==> src/rtl/dbridge_pkg.sv <==
// Shared definitions for the data-memory bridge: FSM encoding, bus size codes
// and the kseg0/kseg1 segment tags used by the address map.
package dbridge_pkg;

  typedef enum logic [1:0] {
    ST_IDLE = 2'd0,
    ST_REQ  = 2'd1,
    ST_WAIT = 2'd2,
    ST_DONE = 2'd3
  } state_e;

  localparam logic [1:0] SIZE_BYTE = 2'd0;
  localparam logic [1:0] SIZE_HALF = 2'd1;
  localparam logic [1:0] SIZE_WORD = 2'd2;

  localparam logic [2:0] SEG_KSEG0 = 3'b100;
  localparam logic [2:0] SEG_KSEG1 = 3'b101;

  function automatic logic is_unmapped_seg(input logic [2:0] seg);
    return (seg == SEG_KSEG0) || (seg == SEG_KSEG1);
  endfunction

endpackage

==> src/rtl/dbridge_addrmap.sv <==
// Combinational virtual-to-physical address map and byte-enable to bus size decode.
module dbridge_addrmap
  import dbridge_pkg::*;
(
  input  logic [3:0]  i_sel,
  input  logic [31:0] i_vaddr,
  output logic [1:0]  o_size,
  output logic [31:0] o_paddr
);

  always_comb begin
    o_paddr = i_vaddr;
    if (is_unmapped_seg(i_vaddr[31:29])) o_paddr = {3'b000, i_vaddr[28:0]};
  end

  // Malformed enables fall back to a word access.
  always_comb begin
    unique case (i_sel)
      4'b0001, 4'b0010, 4'b0100, 4'b1000: o_size = SIZE_BYTE;
      4'b0011, 4'b1100:                   o_size = SIZE_HALF;
      default:                            o_size = SIZE_WORD;
    endcase
  end

endmodule

==> src/rtl/dmem_bridge.sv <==
// M-stage load/store to SRAM-like bus bridge with flush cancellation.
// Optional posted-store buffer enabled by defining DBRIDGE_WBUF_EN.
module dmem_bridge
  import dbridge_pkg::*;
(
  input  logic        clk,
  input  logic        rst,
  input  logic        memenM,
  input  logic        memwriteM,
  input  logic [3:0]  selM,
  input  logic [31:0] aluoutM,
  input  logic [31:0] writedata2M,
  input  logic        flush_i,
  input  logic        stall_all_i,
  output logic [31:0] readdataM,
  output logic        stall_o,
  output logic        data_req,
  output logic        data_wr,
  output logic [1:0]  data_size,
  output logic [31:0] data_addr,
  output logic [31:0] data_wdata,
  input  logic        data_addr_ok,
  input  logic        data_data_ok,
  input  logic [31:0] data_rdata
);

  state_e      r_state, w_state_nxt;
  logic [31:0] r_rdata_q, r_addr, r_wdata;
  logic [1:0]  r_size;
  logic        r_wr, r_cancel_q;
  logic [31:0] w_paddr;
  logic [1:0]  w_size;
  logic        w_cancel_nxt, w_capture, w_latch, w_can_issue;

  dbridge_addrmap u_addrmap (
    .i_sel   (selM),
    .i_vaddr (aluoutM),
    .o_size  (w_size),
    .o_paddr (w_paddr)
  );

`ifdef DBRIDGE_WBUF_EN
  logic [1:0] r_wr_pending;
  logic       w_wr_inc, w_wr_dec;

  // Loads are only issued with no stores in flight, so a data_ok outside WAIT is a store's.
  assign w_wr_dec    = data_data_ok && (r_wr_pending != 2'd0) && (r_state != ST_WAIT);
  assign w_can_issue = memwriteM ? (r_wr_pending < 2'd2) : (r_wr_pending == 2'd0);

  always_ff @(posedge clk) begin
    if (rst)                        r_wr_pending <= 2'd0;
    else if (w_wr_inc && !w_wr_dec) r_wr_pending <= r_wr_pending + 2'd1;
    else if (!w_wr_inc && w_wr_dec) r_wr_pending <= r_wr_pending - 2'd1;
  end
`else
  assign w_can_issue = 1'b1;
`endif

  always_ff @(posedge clk) begin
    if (rst) begin
      r_state    <= ST_IDLE;
      r_rdata_q  <= 32'd0;
      r_cancel_q <= 1'b0;
      r_addr     <= 32'd0;
      r_wdata    <= 32'd0;
      r_size     <= SIZE_BYTE;
      r_wr       <= 1'b0;
    end else begin
      r_state    <= w_state_nxt;
      r_cancel_q <= w_cancel_nxt;
      if (w_capture) r_rdata_q <= data_rdata;
      if (w_latch) begin
        r_addr  <= w_paddr;
        r_wdata <= writedata2M;
        r_size  <= w_size;
        r_wr    <= memwriteM;
      end
    end
  end

  always_comb begin
    w_state_nxt  = r_state;
    w_cancel_nxt = r_cancel_q;
    w_capture    = 1'b0;
    w_latch      = 1'b0;
    data_req     = 1'b0;
    data_wr      = memwriteM;
    data_size    = w_size;
    data_addr    = w_paddr;
    data_wdata   = writedata2M;
    stall_o      = 1'b0;
    readdataM    = r_rdata_q;
`ifdef DBRIDGE_WBUF_EN
    w_wr_inc     = 1'b0;
`endif
    if (!rst) begin
      unique case (r_state)
        ST_IDLE: begin
          if (memenM && !flush_i) begin
            stall_o = 1'b1;
            if (w_can_issue) begin
              data_req = 1'b1;
              if (data_addr_ok) begin
`ifdef DBRIDGE_WBUF_EN
                if (memwriteM) begin
                  stall_o  = 1'b0;
                  w_wr_inc = 1'b1;
                end else
`endif
                w_state_nxt = ST_WAIT;
              end else begin
                w_latch     = 1'b1;
                w_state_nxt = ST_REQ;
              end
            end
          end
        end
        ST_REQ: begin
          // Request is frozen from the latched copy; a flush only marks it cancelled.
          data_req   = 1'b1;
          data_wr    = r_wr;
          data_size  = r_size;
          data_addr  = r_addr;
          data_wdata = r_wdata;
          stall_o    = r_cancel_q ? memenM : 1'b1;
          if (flush_i) w_cancel_nxt = 1'b1;
          if (data_addr_ok) begin
`ifdef DBRIDGE_WBUF_EN
            if (r_wr) begin
              stall_o      = 1'b0;
              w_wr_inc     = 1'b1;
              w_cancel_nxt = 1'b0;
              w_state_nxt  = ST_IDLE;
            end else
`endif
            w_state_nxt = ST_WAIT;
          end
        end
        ST_WAIT: begin
          stall_o = r_cancel_q ? memenM : ~data_data_ok;
          if (data_data_ok) begin
            if (r_cancel_q || flush_i) begin
              w_cancel_nxt = 1'b0;
              w_state_nxt  = ST_IDLE;
            end else begin
              readdataM   = data_rdata;
              w_capture   = 1'b1;
              w_state_nxt = stall_all_i ? ST_DONE : ST_IDLE;
            end
          end else if (flush_i) begin
            w_cancel_nxt = 1'b1;
          end
        end
        ST_DONE: begin
          if (!stall_all_i) w_state_nxt = ST_IDLE;
        end
        default: w_state_nxt = ST_IDLE;
      endcase
    end
  end

endmodule

==> config.mk <==
export PLATFORM = sky130hd
export DESIGN_NAME = dmem_bridge
export DESIGN_NICKNAME = d
export VERILOG_FILES = /design/src/rtl/dbridge_pkg.sv /design/src/rtl/dbridge_addrmap.sv /design/src/rtl/dmem_bridge.sv
export SDC_FILE = /design/constraint.sdc
export NUM_CORES = 1
export LEC_CHECK = 0
export CAP_MARGIN = 20
export CORE_MARGIN = 2
export CORE_UTILIZATION = 35
export DETAILED_ROUTE_END_ITERATION = 12
export PLACE_DENSITY = 0.78
export SLEW_MARGIN = 0
export SYNTH_ARGS = -nofsm -noshare
export SYNTH_HDL_FRONTEND = slang
export SYNTH_SLANG_ARGS = --single-unit
==> constraint.sdc <==
create_clock -name clk -period 3.3 [get_ports clk]
set_input_delay 0.33 -clock clk [delete_from_list [all_inputs] [get_ports clk]]
set_output_delay 0.33 -clock clk [all_outputs]
set_load 0.005 [all_outputs]
==> Yosys cells after proc, flatten, opt, wreduce, memory -nomap -nowiden <==
Cells that the tools add are included.
{ "word_totals": {"rom_bits": 0, "ram_bits": 0, "mem_count": 0, "word_cells": 75, "ff_bits": 102, "latchBits": 0} }
{ "op_classes": {"n_mul": 0, "eq_ne": 16, "div": 0, "muxes": 41, "shift": 0, "n_bitwise": 1, "order_cmp": 0, "reduce_logical": 10, "n_addsub": 0} }
{ "op_table": {"columns": ["operator", "count"], "rows": [
  ["2-to-1 mux 32 bit", 9],
  ["2-to-1 mux 1 bit", 18],
  ["2-to-1 mux 2 bit", 9],
  ["== test 4 x 2 -> 1 bit (second input constant)", 2],
  ["== test 4 bit (second input constant)", 2],
  ["inequality test 2 bit (second input constant)", 4],
  ["one-hot mux 2 bit (4 select lines)", 1],
  ["== test 3 bit (second input constant)", 2],
  ["== test 2 bit (second input constant)", 2],
  ["== test 4 x 1 -> 1 bit (second input constant)", 1],
  ["== test 4 x 3 -> 1 bit (second input constant)", 1],
  ["one-hot mux 1 bit (2 select lines)", 2],
  ["one-hot mux 2 bit (2 select lines)", 1],
  ["AND reduction 4 bit", 1],
  ["OR reduction 4 bit", 1],
  ["inequality test 3 bit (second input constant)", 1],
  ["one-hot mux 1 bit (3 select lines)", 1],
  ["== test 2 x 1 -> 1 bit (second input constant)", 1],
  ["logical NOT 2 bit", 1],
  ["logical OR 1 bit", 2],
  ["AND reduction 2 bit", 1],
  ["nonzero test 2 bit", 1],
  ["OR reduction 2 bit", 1],
  ["logical AND 1 bit", 1],
  ["other kinds (2)", 2]
]} }

==> Longest topological paths before layout <==
Gate-level depths: netlist (run 1).
{ "depth": {"word_depth": 5, "ltp_mapped": 6} }

==> Hierarchy <==
Synthesis (run 1) repeated with hierarchy kept, for this count alone.
{ "unflattened": {"hier_cells": 544, "area_unflattened_um2": 5639.2} }
{ "by_module_without_submodules": {"columns": ["module", "area_per_inst_um2", "cells_each", "seq_area_each_um2", "instances"], "rows": [
  ["dmem_bridge", 5365.1, 506, 2042.0, 1],
  ["dbridge_addrmap", 274.0, 38, 0.0, 1]
]} }

==> Worst setup path after synthesis (run 1) <==
Ideal clock, no wire load.
{ "synth_timing": {"path_type": "input to output", "start": "input rst", "end": "output data_addr[10]", "stages": 5, "path_slack_ns": 1.523, "arrival_time_ns": 1.447, "required_time_ns": 2.970, "n_path_buf": 3, "cell_sequence": "buf_2 > nor3b_1 > buf_2 > buf_2 > mux2_2"} }
{ "synth_between": {"elab_chain_len": 1} }
{ "synth_lines": {"columns": ["element", "line", "rtl"], "rows": [
  ["from (decl)", "dmem_bridge.sv:7", "input logic rst,"],
  ["2-to-1 mux 32 bit", "dmem_bridge.sv:96", "if (!rst) begin"],
  ["to (decl)", "dmem_bridge.sv:20", "output logic [31:0] data_addr,"]
]} }
Every way passes these cells.

==> Final worst setup path (run 1) <==
{ "layout_timing": {"start": "register r_state[0]", "end": "output data_wdata[23]"} }
{ "layout_between": {"elab_chain_len": 3} }
{ "layout_lines": {"columns": ["element", "line", "rtl"], "rows": [
  ["from (decl)", "dmem_bridge.sv:27", "state_e r_state, w_state_nxt;"],
  ["from (signal assigned)", "dmem_bridge.sv:69", "r_state <= w_state_nxt;"],
  ["== test 2 x 1 -> 1 bit", "dmem_bridge.sv:97", "unique case (r_state)"],
  ["2-to-1 mux 32 bit", "dmem_bridge.sv:97", null],
  ["2-to-1 mux 32 bit", "dmem_bridge.sv:96", null],
  ["to (decl)", "dmem_bridge.sv:21", "output logic [31:0] data_wdata,"]
]} }
Every way passes these cells.

==> results of run 1 <==
## cell families after synthesis
family                    after synthesis  synth area share, %
AOI/OAI and AO/OA                     189                 20.5
and+or+nand+nor                       117                 12.0
DFF                                   102                 39.4
muxes                                  96                 20.8
buffers and inverters                  92                 7.09
xor gates and xnor gates                1                0.169
## synth_stat cells (all sizes together) (27+ instances only)
cell	count
mux2	95
clkbuf	28
nand2	37
inv	37
dfxtp	102
o21ai	107
a21oi	36
buf	27
nor2b	31
o211ai	34
nand3	34
## layout make-up
cell class              count  area (um2)
fillers                  1342        6830
multi-input cells         403        2790
repair buffers            220        2190
flip-flops and latches    102        2040
clock buffers              12         246
well taps                 184         230
inverters                  37         139
clock inverters             4        70.1
## routing by layer
layer | vias to the layer above | GRT usage (%) | wire, um
met3 | 18 | 3.99 | 897
li1 | 2456 | - | -
met5 | - | 0 | 0
met1 | 2261 | 23.4 | 6490
met4 | 0 | 6.59 | 283
met2 | 144 | 27.9 | 6450
## worst min-delay path by stage
stage,start,to,slack [ps],cells after the start
floorplan,r_addr[30]$_SDFFE_PP0P_,r_addr[30]$_SDFFE_PP0P_,450,2
global placement,r_rdata_q[1]$_SDFFE_PP0P_,r_rdata_q[1]$_SDFFE_PP0P_,460,2
detailed placement,r_rdata_q[27]$_SDFFE_PP0P_,r_rdata_q[27]$_SDFFE_PP0P_,470,2
CTS,rst,r_rdata_q[16]$_SDFFE_PP0P_,440,2
global route,rst,r_rdata_q[25]$_SDFFE_PP0P_,470,2
finish,rst,r_rdata_q[16]$_SDFFE_PP0P_,460,2
## state kept, by name, indices dropped and copies added (netlist names)
register,cells
r_addr,32
r_rdata_q,32
r_wdata,32
r_size,2
r_state,2
r_cancel_q,1
r_wr,1
## metrics by stage
step | hold slack, ps | util [%]
2_1_floorplan | 450 | -
3_3_place_gp | 462 | 50.8
3_5_place_dp | 466 | 50.8
4_1_cts | 439 | 53.0
5_1_grt | 473 | 53.0
6_report | 457 | 53.0
## power breakdown
group	total (mW)	switching, mW	internal (mW)
logic	0.559	0.234	0.325
registers	1.30	0.0244	1.27
clock network	1.13	0.450	0.684
total	2.99	0.708	2.28
## worst register-to-register path, stage by stage (launching register included)
cell	delay (ps)
sky130_fd_sc_hd__dfxtp_1	430
sky130_fd_sc_hd__buf_4	440
sky130_fd_sc_hd__nor3_1	160
sky130_fd_sc_hd__nand2_2	370
sky130_fd_sc_hd__buf_4	330
sky130_fd_sc_hd__mux2_2	360
==> PnR_summary.wiki, run 1 <==
{| class="wikitable"
! Metric !! Value
|-
| Number of buffer and inverter stages on the critical path || 2
|-
| Final-report hold violation count || 0
|-
| Max-slew headroom at the worst pin || 41.3%
|-
| Tightest Hold Check Type || input pin to register
|-
| Post-layout power || 2.99 mW
|-
| Slew at the pin closest to its max-slew limit || 881 ps
|-
| CTS tree || built
|-
| Number of gates on the worst path with buffers counted || 5
|-
| P&R area growth vs syn || 48.5%
|-
| Fraction of layout instances using a drive strength above 1 || 12.6%
|-
| Post-synthesis instance total || 597
|-
| Power per standard cell area || 388 mW/mm2
|-
| Average cell area after synthesis || 8.69 um2
|-
| Final setup slack of the worst path || 390 ps
|-
| Drt initial violations || 258
|-
| Clock Sinks || 102
|-
| Top_reg_cell synth || sky130_fd_sc_hd__dfxtp_1
|-
| Category of the worst setup path launch point || register
|-
| Diodes inserted || 0
|-
| Setup total negative slack || 0 ps
|-
| Delay of the slowest critical-path stage || 660 ps
|-
| Kind of capture point of the worst setup path || output pin
|-
| Cell Area, Synth || 0.00519 mm2
|-
| Post-placement cell area || 0.00739 mm2
|-
| Wire per inst || 14.7 um
|-
| Detail Placement HPWL || 9.66 mm
|-
| Post-layout net count || 881
|-
| Initial DRT Pass Iterations || 4
|-
| Share of Yosys cell area claimed by the top area cell type || 39.4%
|-
| RR Endpoint || r_addr[8]$_SDFFE_PP0P_
|-
| First-pass GRT wire length || 23.2 mm
|-
| Vertical extent of the die || 126 um
|-
| Static Leak || 2.90 nW
|-
| Resized Gates After CTS || 0
|-
| Hold buffer count at CTS || 0
|-
| Number of global-route vias before repair || 4,652
|-
| Pins Over Slew Limit || 0
|-
| Number of buffers on the longest clock path || 2
|-
| Setup violations, final || 0
|-
| Portion of the post-synthesis area used by sequential elements || 39.4%
|-
| Most area-hungry cell type in the Yosys netlist || sky130_fd_sc_hd__dfxtp_1
|-
| Top cell family by delay on the critical path || buffers and inverters
|-
| RSZ-0062 raised after global routing || false
|-
| Fmax || 0.344 GHz
|-
| Maximum fanout count along the critical path || 54
|-
| Root cell of the clock tree || sky130_fd_sc_hd__clkbuf_16
|-
| Antenna violations before repair || 0
|-
| Number of clock buffers inserted by TritonCTS || 9
|-
| Startpoint of the most critical register-to-register path || r_state[1]$_SDFFE_PP0P_
|-
| Area of the placeable core || 0.0145 mm2
|-
| Register-to-Register Path Depth || 5
|-
| Weighted congestion reported at the end of routability-driven placement || 0.766
|-
| Unique cell type count in the Yosys netlist || 36
|-
| Number of routed nets with antenna violations || 0
|-
| Detailed-route vias per instance || 5.07
|-
| Setup fix buffers added after clock tree synthesis || 0
|-
| Drc violations || 0
|-
| H-tree level count || 3
|-
| Part of the cycle the worst path needs || 88.2%
|-
| Overflow left after global routing || 0
|-
| Num rows || 44
|-
| Worst Clk Skew || 4.63 ps
|-
| Pin count of the biggest net entering global routing || 55
|-
| Die width || 126 um
|-
| Top cells by area in the synthesized netlist || sky130_fd_sc_hd__dfxtp_1, sky130_fd_sc_hd__mux2_2, sky130_fd_sc_hd__o21ai_0
|-
| Cell area after layout || 0.00770 mm2
|-
| Total length of routed wires || 14.1 mm
|-
| Critical path, cell by cell || nor3b_2 -> buf_4 -> nand2_1 -> o21ai_0 -> clkdlybuf4s50_1
|-
| Clock-pin slew on the worst setup and hold paths || 70 ps
|-
| Arrival time of the worst setup path || 2580 ps
|-
| Max rail drop VDD || 0.214 mV
|-
| Kind of critical path || register to output pin
|-
| Total number of vias || 4,879
|-
| Result of the run || finished clean
|-
| Highest-count cells in the layout ignoring fill and taps || sky130_fd_sc_hd__clkdlybuf4s50_1, sky130_fd_sc_hd__dfxtp_1, sky130_fd_sc_hd__o21ai_0
|-
| Setup slack, reg-to-reg || 1090 ps
|-
| Minimum setup slack after placement || 374 ps
|-
| Count of flip-flops with a built-in enable after synthesis || 0
|-
| CP Data Required Time || 2970 ps
|-
| Critical path launch point || r_state[0]$_SDFFE_PP0P_
|-
| Placed Cells incl. Taps || 946
|-
| Die outline area || 0.0158 mm2
|-
| Max-cap viol count || 0
|-
| Starting density of the core || 35.7%
|-
| Boundary pin count || 209
|-
| Commonest non-fill, non-tap cell in the layout || sky130_fd_sc_hd__clkdlybuf4s50_1
|-
| Critical path endpoint || data_wdata[23]
|-
| Number of buffers added on ports || 208
|-
| Clock latency at the later pin of the worst-skew pair || 340 ps
|-
| Cell type of the slowest stage on the worst timing path || sky130_fd_sc_hd__dfxtp_1
|-
| Synth Net Count || 705
|-
| GRT Total Usage || 17.6%
|-
| Synth Register Bits || 102
|-
| Final critical path time including I/O delays and setup || 2910 ps
|-
| Final cell count without fillers || 962
|-
| Fraction of synthesis flops using an asynchronous set or reset pin || 0%
|-
| Syn. warnings || 0
|}
Note: power is estimated with default switching activity, not from simulation.
==> run 2: changes to the inputs <==
--- a/config.mk
+++ b/config.mk
@@ -9,8 +9,8 @@
 export CORE_MARGIN = 2
 export CORE_UTILIZATION = 35
 export DETAILED_ROUTE_END_ITERATION = 12
-export PLACE_DENSITY = 0.78
-export SLEW_MARGIN = 0
+export PLACE_DENSITY = 0.81
+export SLEW_MARGIN = 20
 export SYNTH_ARGS = -nofsm -noshare
 export SYNTH_HDL_FRONTEND = slang
 export SYNTH_SLANG_ARGS = --single-unit
==> constraint.sdc (replaced) <==
create_clock -name clk -period 2.3 [get_ports clk]
set_input_delay 0.23 -clock clk [delete_from_list [all_inputs] [get_ports clk]]
set_output_delay 0.23 -clock clk [all_outputs]
set_load 0.005 [all_outputs]
==> run 2 against run 1 <==
Compared with the run above:
- die area unchanged
- flip-flop and latch count did not move
- cell count up 2.9%
- the run now ends with setup timing left
- sequential share of layout area decreased by 0.96 points
- final area up 4.0%
- critical path type is now input pin to output pin
==> PnR_summary.wiki, run 2 (synthesized netlist as in run 1, its figures left out) <==
{| class="wikitable"
! Metric !! Value
|-
| Boundary pin count || 209 (unchanged)
|-
| RSZ-0062 raised after global routing || true
|-
| Slew at the pin closest to its max-slew limit || 460 ps (-421 ps)
|-
| Overflow left after global routing || 0 (unchanged)
|-
| Critical path launch point || data_data_ok
|-
| Setup slack, reg-to-reg || 590 ps (-500 ps)
|-
| Tightest Hold Check Type || input pin to register
|-
| Final setup slack of the worst path || -39.6 ps (-429 ps)
|-
| Max-cap viol count || 0 (unchanged)
|-
| Die outline area || 0.0158 mm2 (unchanged)
|-
| Setup total negative slack || -527 ps (-527 ps)
|-
| Kind of capture point of the worst setup path || output pin
|-
| Startpoint of the most critical register-to-register path || r_state[1]$_SDFFE_PP0P_
|-
| Minimum setup slack after placement || -53.6 ps (-427 ps)
|-
| Initial DRT Pass Iterations || 6 (+2)
|-
| Total length of routed wires || 14.8 mm (+4.8%)
|-
| Drc violations || 0 (unchanged)
|-
| Hold buffer count at CTS || 0 (unchanged)
|-
| Part of the cycle the worst path needs || 102%
|-
| Pins Over Slew Limit || 0 (unchanged)
|-
| Num rows || 44 (unchanged)
|-
| Arrival time of the worst setup path || 2110 ps (-470 ps)
|-
| Highest-count cells in the layout ignoring fill and taps || sky130_fd_sc_hd__clkdlybuf4s50_1, sky130_fd_sc_hd__dfxtp_1, sky130_fd_sc_hd__o21ai_0
|-
| CTS tree || built
|-
| RR Endpoint || r_wdata[31]$_SDFFE_PP0P_
|-
| Antenna violations before repair || 1 (+1)
|-
| Post-layout net count || 908 (+3.1%)
|-
| Worst Clk Skew || 6.81 ps (+2.18 ps)
|-
| Detail Placement HPWL || 9.93 mm (+2.9%)
|-
| Number of routed nets with antenna violations || 0 (unchanged)
|-
| Pin count of the biggest net entering global routing || 44 (-20%)
|-
| CP Data Required Time || 2070 ps (-900 ps)
|-
| Starting density of the core || 35.7% (unchanged)
|-
| Clock latency at the later pin of the worst-skew pair || 350 ps (about the same)
|-
| Largest registers || r_addr x32, r_rdata_q x32, r_wdata x32
|-
| Weighted congestion reported at the end of routability-driven placement || 0.763 (-0.42%)
|-
| Vertical extent of the die || 126 um (unchanged)
|-
| Fraction of layout instances using a drive strength above 1 || 16.1% (+3.6 points)
|-
| Maximum fanout count along the critical path || 12 (-78%)
|-
| Detailed-route vias per instance || 5.09 (+0.38%)
|-
| GRT Total Usage || 18.0% (+0.48 points)
|-
| Power per standard cell area || 508 mW/mm2 (+31%)
|-
| Drt initial violations || 258 (unchanged)
|-
| Final critical path time including I/O delays and setup || 2340 ps
|-
| Result of the run || finished with violations
|-
| Category of the worst setup path launch point || input pin
|-
| Register-to-Register Path Depth || 5 (unchanged)
|-
| Final cell count without fillers || 990 (+2.9%)
|-
| Placed Cells incl. Taps || 959 (+1.4%)
|-
| Number of buffers on the longest clock path || 2 (unchanged)
|-
| First-pass GRT wire length || 23.9 mm (+3.0%)
|-
| Number of global-route vias before repair || 4,802 (+3.2%)
|-
| Commonest non-fill, non-tap cell in the layout || sky130_fd_sc_hd__clkdlybuf4s50_1
|-
| Number of buffers added on ports || 208 (unchanged)
|-
| Max-slew headroom at the worst pin || 69.3% (+28 points)
|-
| Die width || 126 um (unchanged)
|-
| Kind of critical path || input pin to output pin
|-
| Violations in the final reports || setup timing
|-
| Final-report hold violation count || 0 (unchanged)
|-
| Static Leak || 3.47 nW (+20%)
|-
| Number of clock buffers inserted by TritonCTS || 9 (unchanged)
|-
| Critical path endpoint || readdataM[9]
|-
| Area of the placeable core || 0.0145 mm2 (unchanged)
|-
| Total number of vias || 5,040 (+3.3%)
|-
| Clock Sinks || 102 (unchanged)
|-
| Wire per inst || 14.9 um (+1.8%)
|-
| Fmax || 0.427 GHz
|-
| P&R area growth vs syn || 54.5%
|-
| Max rail drop VDD || 0.530 mV (+150%)
|-
| Root cell of the clock tree || sky130_fd_sc_hd__clkbuf_16
|-
| H-tree level count || 3 (unchanged)
|-
| Clock-pin slew on the worst setup and hold paths || 70 ps (about the same)
|-
| Setup violations, final || 20 (+20)
|}
-- run 2: cell types whose count changed in the layout (fill, tap and decap cells not counted), sizes merged, moves of 2 or more --
cell | before | now
clkdlybuf4s50 | 207 | 134
dlygate4sd2 | 0 | 32
dlymetal6s2s | 0 | 28
buf | 13 | 39
clkdlybuf4s15 | 0 | 11
bufinv | 2 | 0
clkinv | 2 | 4
clkinvlp | 0 | 2
-- run 2: stage by stage --
stage / utilization, % / hold slack (ps) / power (mW) / area (um2)
2_1_floorplan: - / 374 / 2.23 / 5190
3_3_place_gp: 51.8 / 463 / 2.72 / 7520
3_5_place_dp: 51.8 / 467 / 2.73 / 7520
4_1_cts: 53.8 / 261 / 4.13 / 7820
5_1_grt: 55.1 / 284 / 4.27 / 8010
6_report: 55.1 / 282 / 4.07 / 8010
-- run 2: layout make-up --
type | instances | area [um2]
inverters | 37 | 139
multi-input cells | 403 | 2790
flip-flops and latches | 102 | 2050
fillers | 1313 | 6520
clock inverters | 6 | 38.8
repair buffers | 247 | 2540
well taps | 184 | 230
clock buffers | 10 | 229
diodes | 1 | 2.50
-- run 2: report_power, final --
group	switching (mW)	total [mW]	internal, mW
registers	0.0320	1.86	1.82
clock network	0.667	1.40	0.730
logic	0.352	0.818	0.466
-- run 2: worst min path at each step --
| stage | startpoint | to | slack [ps] | cells after the start |
|---|---|---|---|---|
| 3_3_place_gp | r_rdata_q[31]$_SDFFE_PP0P_ | r_rdata_q[31]$_SDFFE_PP0P_ | 460 | 2 |
| 4_1_cts | rst | r_addr[30]$_SDFFE_PP0P_ | 260 | 3 |
| 3_5_place_dp | r_rdata_q[12]$_SDFFE_PP0P_ | r_rdata_q[12]$_SDFFE_PP0P_ | 470 | 2 |
| 2_1_floorplan | aluoutM[0] | r_addr[0]$_SDFFE_PP0P_ | 370 | 1 |
| 6_report | rst | r_addr[30]$_SDFFE_PP0P_ | 280 | 3 |
| 5_1_grt | rst | r_addr[30]$_SDFFE_PP0P_ | 280 | 3 |
-- run 2: per-layer routing --
metal | track usage [%] | vias up | share of wire, %
met2 | 30.4 | 162 | 47
met1 | 22.1 | 2354 | 43
met5 | 0 | - | 0
met3 | 5.99 | 9 | 8.0
met4 | 5.04 | 0 | 1.3
li1 | - | 2515 | -
-- run 2: repair_timing --
action / in CTS / in global routing
setup endpoints to repair: 99 / 59
buffers inserted: 5 / 6
gates resized for setup: 58 / 51
gates cloned: 1 / 2
endpoints found under the hold margin: 0 / 0
-- run 2: critical path, cell delays in order --
cell                              delay (ps)
sky130_fd_sc_hd__clkdlybuf4s50_1         530
sky130_fd_sc_hd__nor4b_4                 240
sky130_fd_sc_hd__nand3_2                 150
sky130_fd_sc_hd__buf_6                   180
sky130_fd_sc_hd__mux2_1                  320
sky130_fd_sc_hd__clkdlybuf4s50_1         450
